<file path="src/rtl/gradient_pkg.sv">
// Shared definitions for the gradient RX path: default stream geometry and the
// framer state encoding.
package gradient_pkg;

  localparam int DATA_W_DEF   = 512;
  localparam int ELEM_W_DEF   = 32;
  localparam int HDR_W_DEF    = 32;
  localparam int EPB_DEF      = DATA_W_DEF / ELEM_W_DEF;
  localparam int LOG2_EPB_DEF = $clog2(EPB_DEF);

  typedef enum logic {
    ST_HDR  = 1'b0,
    ST_BODY = 1'b1
  } frm_state_t;

endpackage

</file>
<file path="src/rtl/axis_out_reg.sv">
// Single-stage AXI-Stream output register; upstream ready depends only on the
// register occupancy and downstream ready, so there is no valid->ready path.
module axis_out_reg
  import gradient_pkg::*;
#(
  parameter int W = 8
) (
  input  logic         clk,
  input  logic         rst,
  input  logic         load,
  input  logic [W-1:0] d,
  output logic [W-1:0] q,
  output logic         valid,
  input  logic         ready,
  output logic         in_ready
);

  assign in_ready = !valid || ready;

  always_ff @(posedge clk or negedge rst) begin
    if (!rst) begin
      valid <= 1'b0;
      q     <= '0;
    end else if (load) begin
      valid <= 1'b1;
      q     <= d;
    end else if (ready) begin
      valid <= 1'b0;
    end
  end

endmodule

</file>
<file path="src/rtl/batch_stream_framer.sv">
// Parses the element count from the first beat of each batch, forwards the
// batch beats with a one-cycle register and marks the final beat.
//
// state   | meaning
// ST_HDR  | next accepted beat is a header carrying N
// ST_BODY | forwarding body beats, beats_left counts what remains
module batch_stream_framer
  import gradient_pkg::*;
#(
  parameter int DATA_W    = DATA_W_DEF,
  parameter int ELEM_W    = ELEM_W_DEF,
  parameter int HDR_W     = HDR_W_DEF,
  parameter int STRIP_HDR = 1,
  parameter int CNT_W     = 16
) (
  input  logic                       clk,
  input  logic                       rst,
  input  logic [DATA_W-1:0]          s_tdata,
  input  logic                       s_tvalid,
  output logic                       s_tready,
  output logic [DATA_W-1:0]          m_tdata,
  output logic                       m_tvalid,
  input  logic                       m_tready,
  output logic                       m_tlast,
  output logic [DATA_W/ELEM_W-1:0]   m_elem_vld,
  output logic [HDR_W-1:0]           n_out,
  output logic                       in_batch,
  output logic [CNT_W-1:0]           batch_cnt
);

  localparam int EPB      = DATA_W / ELEM_W;
  localparam int LOG2_EPB = $clog2(EPB);
  localparam int OUT_W    = DATA_W + EPB + 1;
  localparam logic [HDR_W:0] EPB_WIDE = (HDR_W+1)'(EPB);
  localparam logic [HDR_W:0] ONE_BEAT = (HDR_W+1)'(1);

  frm_state_t            state, state_nxt;
  logic [HDR_W:0]        beats_left, beats_left_nxt;
  logic [LOG2_EPB-1:0]   rem_q, rem_nxt;
  logic [HDR_W-1:0]      n_nxt;
  logic                  in_batch_nxt;
  logic                  accept;
  logic [HDR_W-1:0]      hdr_n;
  logic [HDR_W:0]        hdr_beats;
  logic [LOG2_EPB-1:0]   hdr_rem;
  logic [DATA_W-1:0]     data_fwd;
  logic                  last_fwd;
  logic [EPB-1:0]        mask_fwd;
  logic [OUT_W-1:0]      out_q;

  function automatic logic [EPB-1:0] tail_mask(input logic [LOG2_EPB-1:0] r);
    tail_mask = '1;
    if (r != '0) tail_mask = (EPB'(1) << r) - EPB'(1);
  endfunction

  assign accept = s_tvalid && s_tready;
  assign hdr_n  = s_tdata[DATA_W-1 -: HDR_W];
  // One extra bit keeps N = all ones from wrapping when EPB is added.
  assign hdr_beats = ({1'b0, hdr_n} + EPB_WIDE) >> LOG2_EPB;
  assign hdr_rem   = hdr_n[LOG2_EPB-1:0] + LOG2_EPB'(1);

  always_comb begin
    state_nxt      = state;
    beats_left_nxt = beats_left;
    rem_nxt        = rem_q;
    n_nxt          = n_out;
    in_batch_nxt   = in_batch;
    data_fwd       = s_tdata;
    last_fwd       = 1'b0;
    mask_fwd       = '1;
    case (state)
      ST_HDR: begin
        if (STRIP_HDR != 0) data_fwd[DATA_W-1 -: HDR_W] = '0;
        if (accept) begin
          n_nxt   = hdr_n;
          rem_nxt = hdr_rem;
          if (hdr_beats == ONE_BEAT) begin
            last_fwd = 1'b1;
            mask_fwd = tail_mask(hdr_rem);
          end else begin
            beats_left_nxt = hdr_beats - ONE_BEAT;
            in_batch_nxt   = 1'b1;
            state_nxt      = ST_BODY;
          end
        end
      end
      ST_BODY: begin
        if (accept) begin
          beats_left_nxt = beats_left - ONE_BEAT;
          if (beats_left == ONE_BEAT) begin
            last_fwd     = 1'b1;
            mask_fwd     = tail_mask(rem_q);
            in_batch_nxt = 1'b0;
            state_nxt    = ST_HDR;
          end
        end
      end
      default: state_nxt = ST_HDR;
    endcase
  end

  always_ff @(posedge clk or negedge rst) begin
    if (!rst) begin
      state      <= ST_HDR;
      beats_left <= '0;
      rem_q      <= '0;
      n_out      <= '0;
      in_batch   <= 1'b0;
    end else begin
      state      <= state_nxt;
      beats_left <= beats_left_nxt;
      rem_q      <= rem_nxt;
      n_out      <= n_nxt;
      in_batch   <= in_batch_nxt;
    end
  end

  always_ff @(posedge clk or negedge rst) begin
    if (!rst) begin
      batch_cnt <= '0;
    end else if (m_tvalid && m_tready && m_tlast) begin
      batch_cnt <= batch_cnt + CNT_W'(1);
    end
  end

  axis_out_reg #(.W(OUT_W)) u_out_reg (
    .clk      (clk),
    .rst      (rst),
    .load     (accept),
    .d        ({last_fwd, mask_fwd, data_fwd}),
    .q        (out_q),
    .valid    (m_tvalid),
    .ready    (m_tready),
    .in_ready (s_tready)
  );

  assign m_tlast    = out_q[OUT_W-1];
  assign m_elem_vld = out_q[OUT_W-2 -: EPB];
  assign m_tdata    = out_q[DATA_W-1:0];

endmodule

</file>
<file path="config.mk">
export PLATFORM = sky130hd
export DESIGN_NAME = batch_stream_framer
export DESIGN_NICKNAME = d
export VERILOG_FILES = /design/src/rtl/gradient_pkg.sv /design/src/rtl/axis_out_reg.sv /design/src/rtl/batch_stream_framer.sv
export SDC_FILE = /design/constraint.sdc
export NUM_CORES = 1
export LEC_CHECK = 0
export CORE_AREA = 2 2 421 423
export DETAILED_ROUTE_END_ITERATION = 8
export DIE_AREA = 0 0 423 425
export PLACE_DENSITY = 0.39
export REMOVE_ABC_BUFFERS = 1
export SETUP_SLACK_MARGIN = 0.15
export SLEW_MARGIN = 25
export SYNTH_ARGS = -nofsm -noshare
export SYNTH_HDL_FRONTEND = slang
export SYNTH_HIERARCHICAL = 1
export SYNTH_SLANG_ARGS = --single-unit
</file>
<file path="constraint.sdc">
create_clock -name clk -period 10.09 [get_ports clk]
set_input_delay 2.018 -clock clk [delete_from_list [all_inputs] [get_ports clk]]
set_output_delay 2.018 -clock clk [all_outputs]
set_load 0.02 [all_outputs]
</file>
# Yosys cells after proc, flatten, opt, wreduce, memory -nomap -nowiden
# Cells that the tools add are included.
# word_totals
register_bits	617
in_bits	516
output_inout_bits	580
word_cells	60
# op_classes
add_sub_neg	7
eq_ne	6
n_shift	2
n_mux	25
bitwise_logic	1
reduce_logical	11
# ops
operator	count
$mux W33	3
$pmux W33 S2	1
$mux W16	4
$add A32 B5 Y33 const B	1
$eq A33 B1 Y1 const B	1
$sub A33 B1 Y33 const B	1
$mux W32	1
$pmux W16 S2	1
$shl A1 B4 Y16 const A	2
$sub A16 B2 Y16 const B	2
$sub A29 B1 Y30 const B	1
$eq A29 B1 Y1 const B	1
$add A16 B1 Y16 const B	1
$mux W1	12
$reduce_bool A4 Y1	2
$pmux W1 S2	3
$add A4 B1 Y4 const B	1
$ne A2 B1 Y1 const B	2
$ne A2 B2 Y1 const B	2
$reduce_and A4 Y1	1
$logic_and A1 B1 Y1	3
$reduce_and A3 Y1	1
$reduce_and A2 Y1	1
$reduce_bool A2 Y1	1
other kinds (3)	3

# Depth between registers and ports, before layout
# Gate-level depths: netlist of run 1.
# depth
word_depth	6
mapped_depth	13
ltp_nobuf	12

# Modules after synthesis
# The synthesis of run 1 kept the hierarchy.
# by_module_without_submodules
mod	n_inst	cells_each	area_per_inst_um2	seq_area_each_um2
axis_out_reg	1	1120	19902.8	13262.7
batch_stream_framer	1	869	6707.7	2177.1

# Worst setup path after synthesis of run 1
# Ideal clock, no wire load.
# synth_timing
kind	input to register
start	in s_tdata[488]
end	reg u_out_reg.q[516]
setup_ps	125
arrival_ps	4858
t_required_ps	9965
setup_slack_ps	5108
stages	12
path_buffers	2
path_cell_list	buf_2 -> nand4_4 -> nor4_4 -> nand2_2 -> or3_4 -> mux2_4 -> nor4b_2 -> buf_2 -> nand3_2 -> a221oi_1 -> a41oi_1 -> mux2_2
# synth_between
elab_chain_cells	4
# synth_lines
element	line_no	rtl
from (decl)	batch_stream_framer.sv:18	input logic [DATA_W-1:0] s_tdata,
$add A32 B5 Y33	batch_stream_framer.sv:59	assign hdr_beats = ({1'b0, hdr_n} + EPB_WIDE) >> LOG2_EPB;
$eq A29 B1 Y1	batch_stream_framer.sv:77	if (hdr_beats == ONE_BEAT) begin
$mux W16	batch_stream_framer.sv:77	
$pmux W16 S2	batch_stream_framer.sv:71	case (state)
via mask_fwd[4]	batch_stream_framer.sv:48	logic [EPB-1:0] mask_fwd;
to (signal assigned)	axis_out_reg.sv:23	q <= '0;
to (signal assigned)	axis_out_reg.sv:26	q <= d;
to (decl)	axis_out_reg.sv:12	output logic [W-1:0] q,
# The timed path passes the listed nets, and every way through them passes these cells.
# A chain may end at the register's enable or synchronous reset.

# Worst setup path after layout of run 1
# layout_timing
start	in s_tdata[484]
end	reg beats_left[26]
# layout_between
elab_chain_cells	5
word_cells_on_any_way	8
cone_classes	add/sub: 2; eq/ne: 2; mux: 3; reduce/logical: 1
# layout_lines
element	line_no	rtl
$add A32 B5 Y33 *	batch_stream_framer.sv:59	
$sub A29 B1 Y30	batch_stream_framer.sv:81	beats_left_nxt = hdr_beats - ONE_BEAT;
$mux W33	batch_stream_framer.sv:77	
$mux W33	batch_stream_framer.sv:74	if (accept) begin
$pmux W33 S2	batch_stream_framer.sv:71	
to (signal assigned)	batch_stream_framer.sv:111	beats_left <= beats_left_nxt;
to (decl)	batch_stream_framer.sv:38	logic [HDR_W:0] beats_left, beats_left_nxt;
# Mark *: on every way between the ends. The rest lies on a longest branch, timed or not. The select of a mux whose other input is x is not followed.

==> impl_metrics.csv, run 1 <==
group,metric,value,unit
outcome,outcome,"completed",
cts,clk_pin_slew,0.05,ns
power_and_ir_drop,ir_worst_vdd,0.128,mV
synth,synth_top_area_share,58.0,%
sta,skew,0.0220,ns
synth,synth_edf_count,0,
placed_design,port_buffers,1095,
synth,ys_seq_area_share,58.0,%
floorplan,fp.dieH,425,um
worst_setup_path,r2r_slack,6.25,ns
cts,cts.sinks,617,
routing,via_count,20700,
worst_setup_path,startpoint_type,"input pin",
worst_setup_path,r2r_end,"u_out_reg/q[522]$_DFFE_PN0P_",
sta,relSlewSlack,35.3,%
synth,syn-cell-area,26600,sq um
floorplan,die_area,180000,sq um
cts,postCtsHoldBufs,0,
sta,hold_viol,0,
worst_setup_path,slowest_stage,"or4b_4",
synth,synth_commonest_cells,"dfrtp_1, mux2_2, nand2_1, nor2_1, o21ai_0",
cts,cts_buffers,85,
global_route,antenna_found_initial,105,
sta,tightest_slew,0.971,ns
synth,synthArstFlopShare,100,%
cts,cts_resized,0,
floorplan,ios,1096,
sta,clock.fmax,176,MHz
cts,post_cts.repair.setup_buffers,0,
floorplan,core_area,175000,sq um
routing,viasPerCell,3.77,
worst_setup_path,cpMostUsedCell,"nand4_1",
worst_setup_path,rr_worst_depth,9,
synth,synthTopCellsByArea,"dfrtp_1, mux2_2, nand2_1",
cells_and_area,drive_gt1_share,23.0,%
sta,drv_slew,0,
synth,synth.distinct_cells,78,
routing,ant_nets,0,
worst_setup_path,crit_arrival,6.28,ns
synth,yosysWarnings,6,
sta,setup_viol,0,
worst_setup_path,cp.required,10.70,ns
worst_hold_path,hp-start,"batch_cnt[15]$_DFFE_PN0P_",
synth,avgSynthCellArea,13.4,sq um
global_route,grt_pass1_wl,184,mm
worst_setup_path,path_cells,"clkdlybuf4s50_1, ha_1, nand4_1, nor4_4, nand3_1, xor2_1, nand4_1, or4b_4, o21ai_2, a22oi_1, o21ai_1",
global_route,grtUsageTotal,14.7,%
routing,wl_per_cell,24.8,um
global_route,grt_overflow,0,
job,max_cap_viol_count,0,
worst_hold_path,hold_depth,1,
worst_setup_path,r2r_start,"beats_left[25]$_DFFE_PN0P_",
global_route,grt_max_degree,182,
cts,cts_root_buffer,"clkbuf_16",
synth,ys_ff_latch,617,
routing,first_pass_iters,5,
synth,syn_inst,1989,
floorplan,chipWidth,423,um
power_and_ir_drop,p_leak,16.6,nW
placed_design,hpwl,107,mm
routing,routed_wl,136,mm
routing,drcViolationCount,0,
worst_hold_path,holdCritPathClass,"reg2reg",
worst_setup_path,slowest_delay,0.72,ns
placed_design,gp_congestion,0.815,
cells_and_area,area_growth,60.7,%
cts,clock_latency,0.70,ns
global_route,grt_pass1_vias,21000,
cts,clockBufferDepth,3,
cts,h-tree-depth,3,
sta,rsz0062_at_grt,"false",
synth,yosysMostFrequentCell,"dfrtp_1",
routing,initialDrtViolationCount,1062,
floorplan,num_rows,154,
floorplan,start_util,15.2,%
cells_and_area,num-nets-final,3608,
worst_hold_path,holdPathEnd,"batch_cnt[15]$_DFFE_PN0P_",
worst_setup_path,worstSetupPathType,"in2reg",
sta,fin_crit_sh,56.2,%
sta,fin_setup_tns,0,ns
synth,synth_top_cell_by_area,"dfrtp_1",
sta,hold-worst-slack,0.473,ns
worst_setup_path,critPathMaxFanout,13,
sta,fin_crit,5.67,ns
cts,cts_tree,"yes",
power_and_ir_drop,power.density,206,nW/um^2
synth,ys.flop_type,"dfrtp_1",
worst_setup_path,end_kind,"register",
through the flow:
step,utilization (%),worst slack [ns],std cells,area [sq um],total power [mW]
floorplan,-,-2.22,1876,25700,4.32
global placement,22.7,3.55,5332,39800,5.79
detailed placement,22.7,3.54,5332,39800,5.79
CTS,24.3,4.32,5486,42700,9.05
global route,24.4,4.00,5490,42700,9.26
finish,24.4,4.42,5500,42800,8.83
layout make-up:
type,count,area [sq um]
Sequential cell,617,15400
Timing Repair Buffer,1117,11200
Antenna cell,13,32.5
Multi-Input combinational cell,1239,10200
Clock inverter,33,370
Fill cell,18600,133000
Inverter,20,82.6
Clock buffer,121,2490
Tap cell,2340,2930
cell families (layout without fill, tap and decap cells):
| group | Yosys count | count (layout) | share of synthesized area [%] |
|---|---|---|---|
| other | 1 | 14 | 0.0141 |
| and+or+nand+nor | 430 | 430 | 8.02 |
| xor gates and xnor gates | 60 | 60 | 1.97 |
| muxes | 540 | 540 | 22.8 |
| AOI/OAI and AO/OA | 196 | 196 | 4.91 |
| buffers and inverters | 133 | 1291 | 3.67 |
| DFF | 617 | 617 | 58.0 |
| adders and majority gates | 12 | 12 | 0.564 |
cell usage in the layout, fill, tap and decap left out, types with 13 or more instances in the layout:
master / instances
a21oi_1: 31
a22oi_1: 17
and2_1: 29
buf_4: 16
clkbuf_1: 17
clkbuf_16: 88
clkbuf_8: 16
clkdlybuf4s50_1: 1094
clkinv_2: 13
dfrtp_1: 616
diode_2: 13
inv_1: 19
mux2_2: 532
nand2_1: 163
nand3_1: 40
nor2_1: 76
nor3_1: 25
o21ai_0: 63
or3_1: 14
xnor2_1: 38
xor2_1: 21
metal layers:
| metal | up-vias | GRT usage (%) | wire length [um] |
|---|---|---|---|
| li1 | 9310 | - | - |
| met1 | 10300 | 17.4 | 53500 |
| met2 | 790 | 23.8 | 64800 |
| met3 | 225 | 6.78 | 14200 |
| met4 | 100 | 3.86 | 3450 |
| met5 | - | 0 | 604 |
where the power goes:
part	switching [mW]	internal, mW
sequential	0.275	2.89
clock	1.27	1.87
combinational	1.30	1.22
worst max path at each step:
stage / from / endpoint / slack (ns) / cells past startpoint
after floorplan: m_tready / beats_left[11]$_DFFE_PN0P_ / -2.22 / 6
after global placement: s_tdata[484] / beats_left[19]$_DFFE_PN0P_ / 3.55 / 12
after detailed placement: s_tdata[484] / beats_left[5]$_DFFE_PN0P_ / 3.54 / 12
after CTS: s_tdata[484] / beats_left[5]$_DFFE_PN0P_ / 4.32 / 12
after global routing: s_tdata[484] / beats_left[26]$_DFFE_PN0P_ / 4.00 / 11
final: s_tdata[484] / beats_left[26]$_DFFE_PN0P_ / 4.42 / 11
worst max-delay path, delay by kind of cell:
kind	cells	cell delay [ns]
buffers and inverters	1	0.68
xor gates and xnor gates	1	0.25
AOI/OAI and AO/OA	3	0.83
and+or+nand+nor	5	2.13
adders and majority gates	1	0.36
flip-flops by register name (all words and copies together), names as in the netlist:
name and flops:
batch_cnt 16, n_out 32, u_out_reg/valid 1, in_batch 1
beats_left 33, rem_q 4, u_out_reg/q 529, state 1
(Power assumes the default switching activity.)
==> run 2, diff against run 1 <==
Settings changed: CORE_AREA 2 2 421 423 to 2 2 423 425, DIE_AREA 0 0 423 425 to 0 0 425 427, PLACE_DENSITY 0.39 to 0.4.
Clock period 10.09 ns to 4.9 ns, I/O delays scaled along.
==> run 2 against run 1 <==
Against the previous run:
- final cell count rose by 1.2%
- critical endpoint is now u_out_reg/q[519]$_DFFE_PN0P_
- register-to-register slack got worse by 5.0 ns
- core utilization is essentially flat
- via count up 0.70%
- combinational power up 110%
- cell area is 1.1% higher
- die area is 0.95% higher
- clock-buffer cell count is 10 higher
- sequential share of layout area decreased by 0.38 points
==> impl_metrics.csv, run 2 (same netlist as run 1, synthesis figures left out) <==
group,metric,value,unit
outcome,outcome,"completed",
cts,cts_buffers,86,
cts,cts_tree,"yes",
routing,wl_per_cell,24.7,um
worst_setup_path,r2r_start,"beats_left[25]$_DFFE_PN0P_",
worst_setup_path,r2r_slack,1.27,ns
routing,first_pass_iters,5,
routing,routed_wl,137,mm
sta,clock.fmax,233,MHz
cells_and_area,top_register,"u_out_reg/q",
cells_and_area,stdcell_count,5566,
power_and_ir_drop,total_power,18.2,mW
cells_and_area,fillers,18900,
global_route,grt_pass1_wl,183,mm
global_route,antenna_found_initial,104,
power_and_ir_drop,p_leak,16.9,nW
worst_setup_path,slowest_stage,"clkdlybuf4s50_1",
global_route,grt_max_degree,144,
floorplan,die_area,181000,sq um
cells_and_area,num-nets-final,3663,
power_and_ir_drop,swShare,32.1,%
placed_design,place_inst,5402,
cts,h-tree-depth,3,
floorplan,chipWidth,425,um
global_route,grt_pass1_vias,21200,
sta,fin_crit,4.29,ns
routing,initialDrtViolationCount,939,
cts,clockBufferDepth,3,
cells_and_area,drive_gt1_share,23.9,%
cts,clk_pin_slew,0.06,ns
sta,hold-worst-slack,0.281,ns
worst_setup_path,crit_arrival,4.86,ns
worst_setup_path,startpoint_type,"input pin",
worst_setup_path,end_kind,"register",
cts,postCtsHoldBufs,0,
sta,fin_crit_sh,87.4,%
routing,viasPerCell,3.75,
routing,via_count,20900,
placed_design,hpwl,110,mm
sta,tightest_slew,1.07,ns
worst_setup_path,path_depth,12,
global_route,grtUsageTotal,14.5,%
power_and_ir_drop,power.density,421,nW/um^2
worst_setup_path,slowest_delay,0.65,ns
floorplan,start_util,15.0,%
worst_setup_path,path_buf_inv,2,
floorplan,num_rows,155,
floorplan,fp.dieH,427,um
cells_and_area,final_common_cell,"clkdlybuf4s50_1",
power_and_ir_drop,seq_power_share,35.8,%
cells_and_area,largestRegisters,"u_out_reg/q (529), beats_left (33), n_out (32)",
routing,ant_nets,0,
sta,relSlewSlack,28.6,%
cts,clock_latency,0.72,ns
cts,cts_root_buffer,"clkbuf_16",
worst_setup_path,path_cells,"clkdlybuf4s50_1, nand4_1, or4_1, a2111oi_0, o21a_1, o22ai_2, nor4b_2, buf_4, nand3_2, nor2_1, a21oi_1, mux2_2",
placed_design,gp_congestion,0.793,
power_and_ir_drop,pwr-share-comb,28.8,%
sta,skew,0.0332,ns
cts,post_cts.repair.setup_buffers,0,
power_and_ir_drop,p_int,12.4,mW
cells_and_area,largest_reg_flops,529,
sta,rsz0062_at_grt,"false",
worst_setup_path,cp.required,5.47,ns
routing,drcViolationCount,0,
power_and_ir_drop,p_clk_share,35.4,%
worst_setup_path,critPathMaxFanout,8,
sta,drv_slew,0,
placed_design,place_ws,-0.0348,ns
worst_setup_path,cp_top_family,"simple AND/OR/NAND/NOR gates",
cells_and_area,final_cell_mix,"clkdlybuf4s50_1, dfrtp_1, mux2_2, nand2_1, clkbuf_16",
sta,fin_setup_tns,0,ns
sta,hold_viol,0,
floorplan,ios,1096,
worst_setup_path,r2r_end,"u_out_reg/q[523]$_DFFE_PN0P_",
cells_and_area,area_growth,62.4,%
cts,cts.sinks,617,
cts,cts_resized,0,
worst_setup_path,rr_worst_depth,9,
worst_setup_path,worstSetupPathType,"in2reg",
placed_design,port_buffers,1095,
power_and_ir_drop,ir_worst_vdd,0.232,mV
sta,timing.final.ws_setup,0.615,ns
power_and_ir_drop,net-switching-power,5.84,mW
job,max_cap_viol_count,0,
sta,setup_viol,0,
global_route,grt_overflow,0,
worst_hold_path,holdCritPathClass,"in2async",
floorplan,core_area,177000,sq um
## run 2: how the worst max path moves through the flow
| stage | slack [ns] | end | startpoint |
|---|---|---|---|
| detailed placement | -0.03 | u_out_reg/q[522]$_DFFE_PN0P_ | s_tdata[491] |
| floorplan | -6.38 | beats_left[11]$_DFFE_PN0P_ | m_tready |
| global placement | 0.05 | u_out_reg/q[522]$_DFFE_PN0P_ | s_tdata[491] |
| global route | 0.53 | u_out_reg/q[516]$_DFFE_PN0P_ | s_tdata[491] |
| CTS | 0.74 | u_out_reg/q[519]$_DFFE_PN0P_ | s_tdata[491] |
| finish | 0.61 | u_out_reg/q[519]$_DFFE_PN0P_ | s_tdata[491] |
## run 2: power by group through the flow
stage | combinational, mW | sequential, mW | clock [mW]
2_1_floorplan | 1.38 | 7.52 | 0
3_3_place_gp | 5.39 | 6.59 | 0
3_5_place_dp | 5.37 | 6.61 | 0
4_1_cts | 5.39 | 6.53 | 6.76
5_1_grt | 5.54 | 6.65 | 6.94
6_report | 5.25 | 6.52 | 6.45
## run 2: per-stage QoR
stage,util [%],cell area (sq um)
detailed placement,22.7,40300
finish,24.4,43200
global route,24.4,43200
global placement,22.7,40300
floorplan,-,25700
CTS,24.4,43200
## run 2: layout make-up
type                            instances  area (sq um)  share of cell area, %
Clock inverter                         21           340                  0.787
Tap cell                             2355          2950                   6.82
Clock buffer                          131          2530                   5.86
Multi-Input combinational cell       1239         10200                   23.6
Antenna cell                           12          30.0                 0.0695
Inverter                               20          82.6                  0.191
Timing Repair Buffer                 1171         11600                   26.9
Sequential cell                       617         15400                   35.7
## run 2: layer usage
| layer | share of wire [%] | track usage, % | wire length (um) | vias up |
|---|---|---|---|---|
| met1 | 39 | 16.8 | 54000 | 10400 |
| met5 | 0.44 | 0 | 604 | - |
| met4 | 3.3 | 5.42 | 4460 | 108 |
| li1 | - | - | - | 9427 |
| met3 | 9.8 | 6.66 | 13500 | 239 |
| met2 | 47 | 23.4 | 64700 | 747 |
==> run 3, diff against run 2 <==
Settings changed: CORE_AREA 2 2 423 425 to 8 8 416 418, DIE_AREA 0 0 425 427 to 0 0 424 426, PLACE_DENSITY 0.4 to 0.41.
==> run 3 against run 2 <==
Against the previous run:
- via count is 0.12% higher
- clock-buffer cell count fell by 9
- clock power is 5.0% lower
- non-clock buffer count up 2
- global-route usage grew 0.17 points
- sequential cell count did not move
- final cell count decreased by 2.5%
- sequential power about the same
- maximum frequency rose by 1.6%
- sequential share of layout area is 0.24 points higher
- largest power group unchanged
==> impl_metrics.csv, run 3 (same netlist as run 1, synthesis figures left out) <==
group,metric,value,unit
cts,postCtsHoldBufs,0,
power_and_ir_drop,ir_worst_vdd,0.233,mV
cells_and_area,fillers,17500,
sta,setup_viol,0,
floorplan,ios,1096,
routing,initialDrtViolationCount,978,
placed_design,hpwl,111,mm
sta,relSlewSlack,34.4,%
cts,cts_tree,"yes",
floorplan,chipWidth,424,um
worst_setup_path,r2r_end,"u_out_reg/q[523]$_DFFE_PN0P_",
routing,via_count,20900,
placed_design,place_ws,0.0629,ns
floorplan,fp.dieH,426,um
worst_hold_path,holdCritPathClass,"in2async",
routing,viasPerCell,3.85,
worst_setup_path,crit_arrival,4.76,ns
cts,cts_resized,0,
cts,cts_root_buffer,"clkbuf_16",
sta,fin_crit_sh,86.1,%
cells_and_area,largest_reg_flops,529,
job,max_cap_viol_count,0,
floorplan,core_area,166000,sq um
global_route,grt_overflow,0,
cells_and_area,largestRegisters,"u_out_reg/q (529), beats_left (33), n_out (32)",
power_and_ir_drop,power.density,417,nW/um^2
worst_setup_path,slowest_delay,0.75,ns
routing,wl_per_cell,25.6,um
cells_and_area,top_register,"u_out_reg/q",
sta,tightest_slew,0.984,ns
sta,fin_setup_tns,0,ns
sta,timing.final.ws_setup,0.683,ns
cells_and_area,num-nets-final,3660,
worst_setup_path,end_kind,"register",
outcome,outcome,"completed",
routing,ant_nets,0,
cts,clk_pin_slew,0.06,ns
cts,clock_latency,0.68,ns
sta,clock.fmax,237,MHz
floorplan,start_util,16.0,%
worst_setup_path,worstSetupPathType,"in2reg",
routing,drcViolationCount,0,
cells_and_area,drive_gt1_share,23.8,%
worst_setup_path,path_buf_inv,3,
sta,skew,0.0246,ns
cells_and_area,final_util,25.8,%
sta,fin_crit,4.22,ns
cts,cts.sinks,617,
cells_and_area,final_common_cell,"clkdlybuf4s50_1",
floorplan,num_rows,150,
global_route,grt_max_degree,142,
global_route,grt_pass1_wl,189,mm
worst_setup_path,cp.required,5.44,ns
cells_and_area,final_cell_mix,"clkdlybuf4s50_1, dfrtp_1, mux2_2, nand2_1, clkbuf_16",
placed_design,port_buffers,1095,
worst_setup_path,r2r_slack,1.25,ns
worst_setup_path,slowest_stage,"clkdlybuf4s50_1",
routing,first_pass_iters,5,
worst_setup_path,startpoint_type,"input pin",
sta,hold_viol,0,
cells_and_area,area_growth,61.3,%
global_route,antenna_found_initial,95,
placed_design,gp_congestion,0.825,
worst_setup_path,critPathMaxFanout,9,
worst_setup_path,cp_top_family,"simple AND/OR/NAND/NOR gates",
cts,cts_buffers,81,
routing,routed_wl,139,mm
worst_setup_path,path_cells,"clkdlybuf4s50_1, nand4_4, or4_1, a2111oi_0, o21a_1, o22ai_2, nor4b_2, buf_4, buf_12, nand3_2, a221oi_1, a21oi_1, mux2_2",
sta,rsz0062_at_grt,"false",
sta,drv_slew,0,
power_and_ir_drop,total_power,17.9,mW
power_and_ir_drop,p_leak,16.8,nW
cts,h-tree-depth,3,
cts,post_cts.repair.setup_buffers,0,
floorplan,die_area,181000,sq um
worst_setup_path,rr_worst_depth,9,
cts,clockBufferDepth,3,
global_route,grt_pass1_vias,21700,
worst_setup_path,r2r_start,"beats_left[25]$_DFFE_PN0P_",
global_route,grtUsageTotal,14.7,%
==> run 3: cell types whose count changed in the layout (fill, tap and decap cells not counted), sizes merged <==
| cell | delta |
|---|---|
| diode | +19 |
| clkbuf | -9 |
| buf | +2 |
| bufinv | -1 |
| clkinv | +1 |
| inv | -1 |
==> run 3: worst max path at each step <==
stage                             from                      endpoint  cells past startpoint
after global placement    s_tdata[487]  u_out_reg/q[516]$_DFFE_PN0P_                     13
after global routing      s_tdata[487]  u_out_reg/q[523]$_DFFE_PN0P_                     13
after CTS                 s_tdata[487]  u_out_reg/q[525]$_DFFE_PN0P_                     13
final                     s_tdata[487]  u_out_reg/q[525]$_DFFE_PN0P_                     13
after floorplan               m_tready    beats_left[11]$_DFFE_PN0P_                      6
after detailed placement  s_tdata[487]  u_out_reg/q[516]$_DFFE_PN0P_                     13
==> run 3: power by group <==
group	total (mW)	switching (mW)	internal, mW
sequential	6.53	0.568	5.96
combinational	5.22	2.69	2.53
clock	6.13	2.53	3.60
==> run 3: stage by stage <==
| stage | cell area, sq um | instances | hold slack [ns] |
|---|---|---|---|
| after floorplan | 25700 | 1876 | 0.496 |
| after global placement | 40200 | 5253 | 0.458 |
| after detailed placement | 40200 | 5253 | 0.462 |
| after CTS | 42900 | 5395 | 0.300 |
| after global routing | 42900 | 5397 | 0.334 |
| final | 42900 | 5426 | 0.340 |
==> run 3: routing by layer <==
layer | wire, um | share of wire (%) | track usage, %
met2 | 68800 | 49 | 25.2
met4 | 2390 | 1.7 | 3.31
met1 | 54800 | 39 | 17.3
met3 | 12600 | 9.1 | 5.80
met5 | 459 | 0.33 | 0
==> run 3: area by class of cell <==
class | instances | area (sq um) | share of cell area, %
flip-flops and latches | 617 | 15400 | 36.0
repair buffers | 1173 | 11700 | 27.2
multi-input cells | 1239 | 10200 | 23.8
well taps | 2204 | 2760 | 6.42
clock buffers | 122 | 2360 | 5.50
clock inverters | 20 | 328 | 0.764
inverters | 20 | 82.6 | 0.192
diodes | 31 | 77.6 | 0.181
==> run 3: worst register-to-register path, cell delays in order (launching register included) <==
cell,delay (ns)
dfrtp_1,0.45
or4_1,0.50
or2_2,0.34
or4_1,0.50
or4_1,0.67
nor2_1,0.17
buf_4,0.19
and2_1,0.30
a22oi_1,0.15
mux2_2,0.27
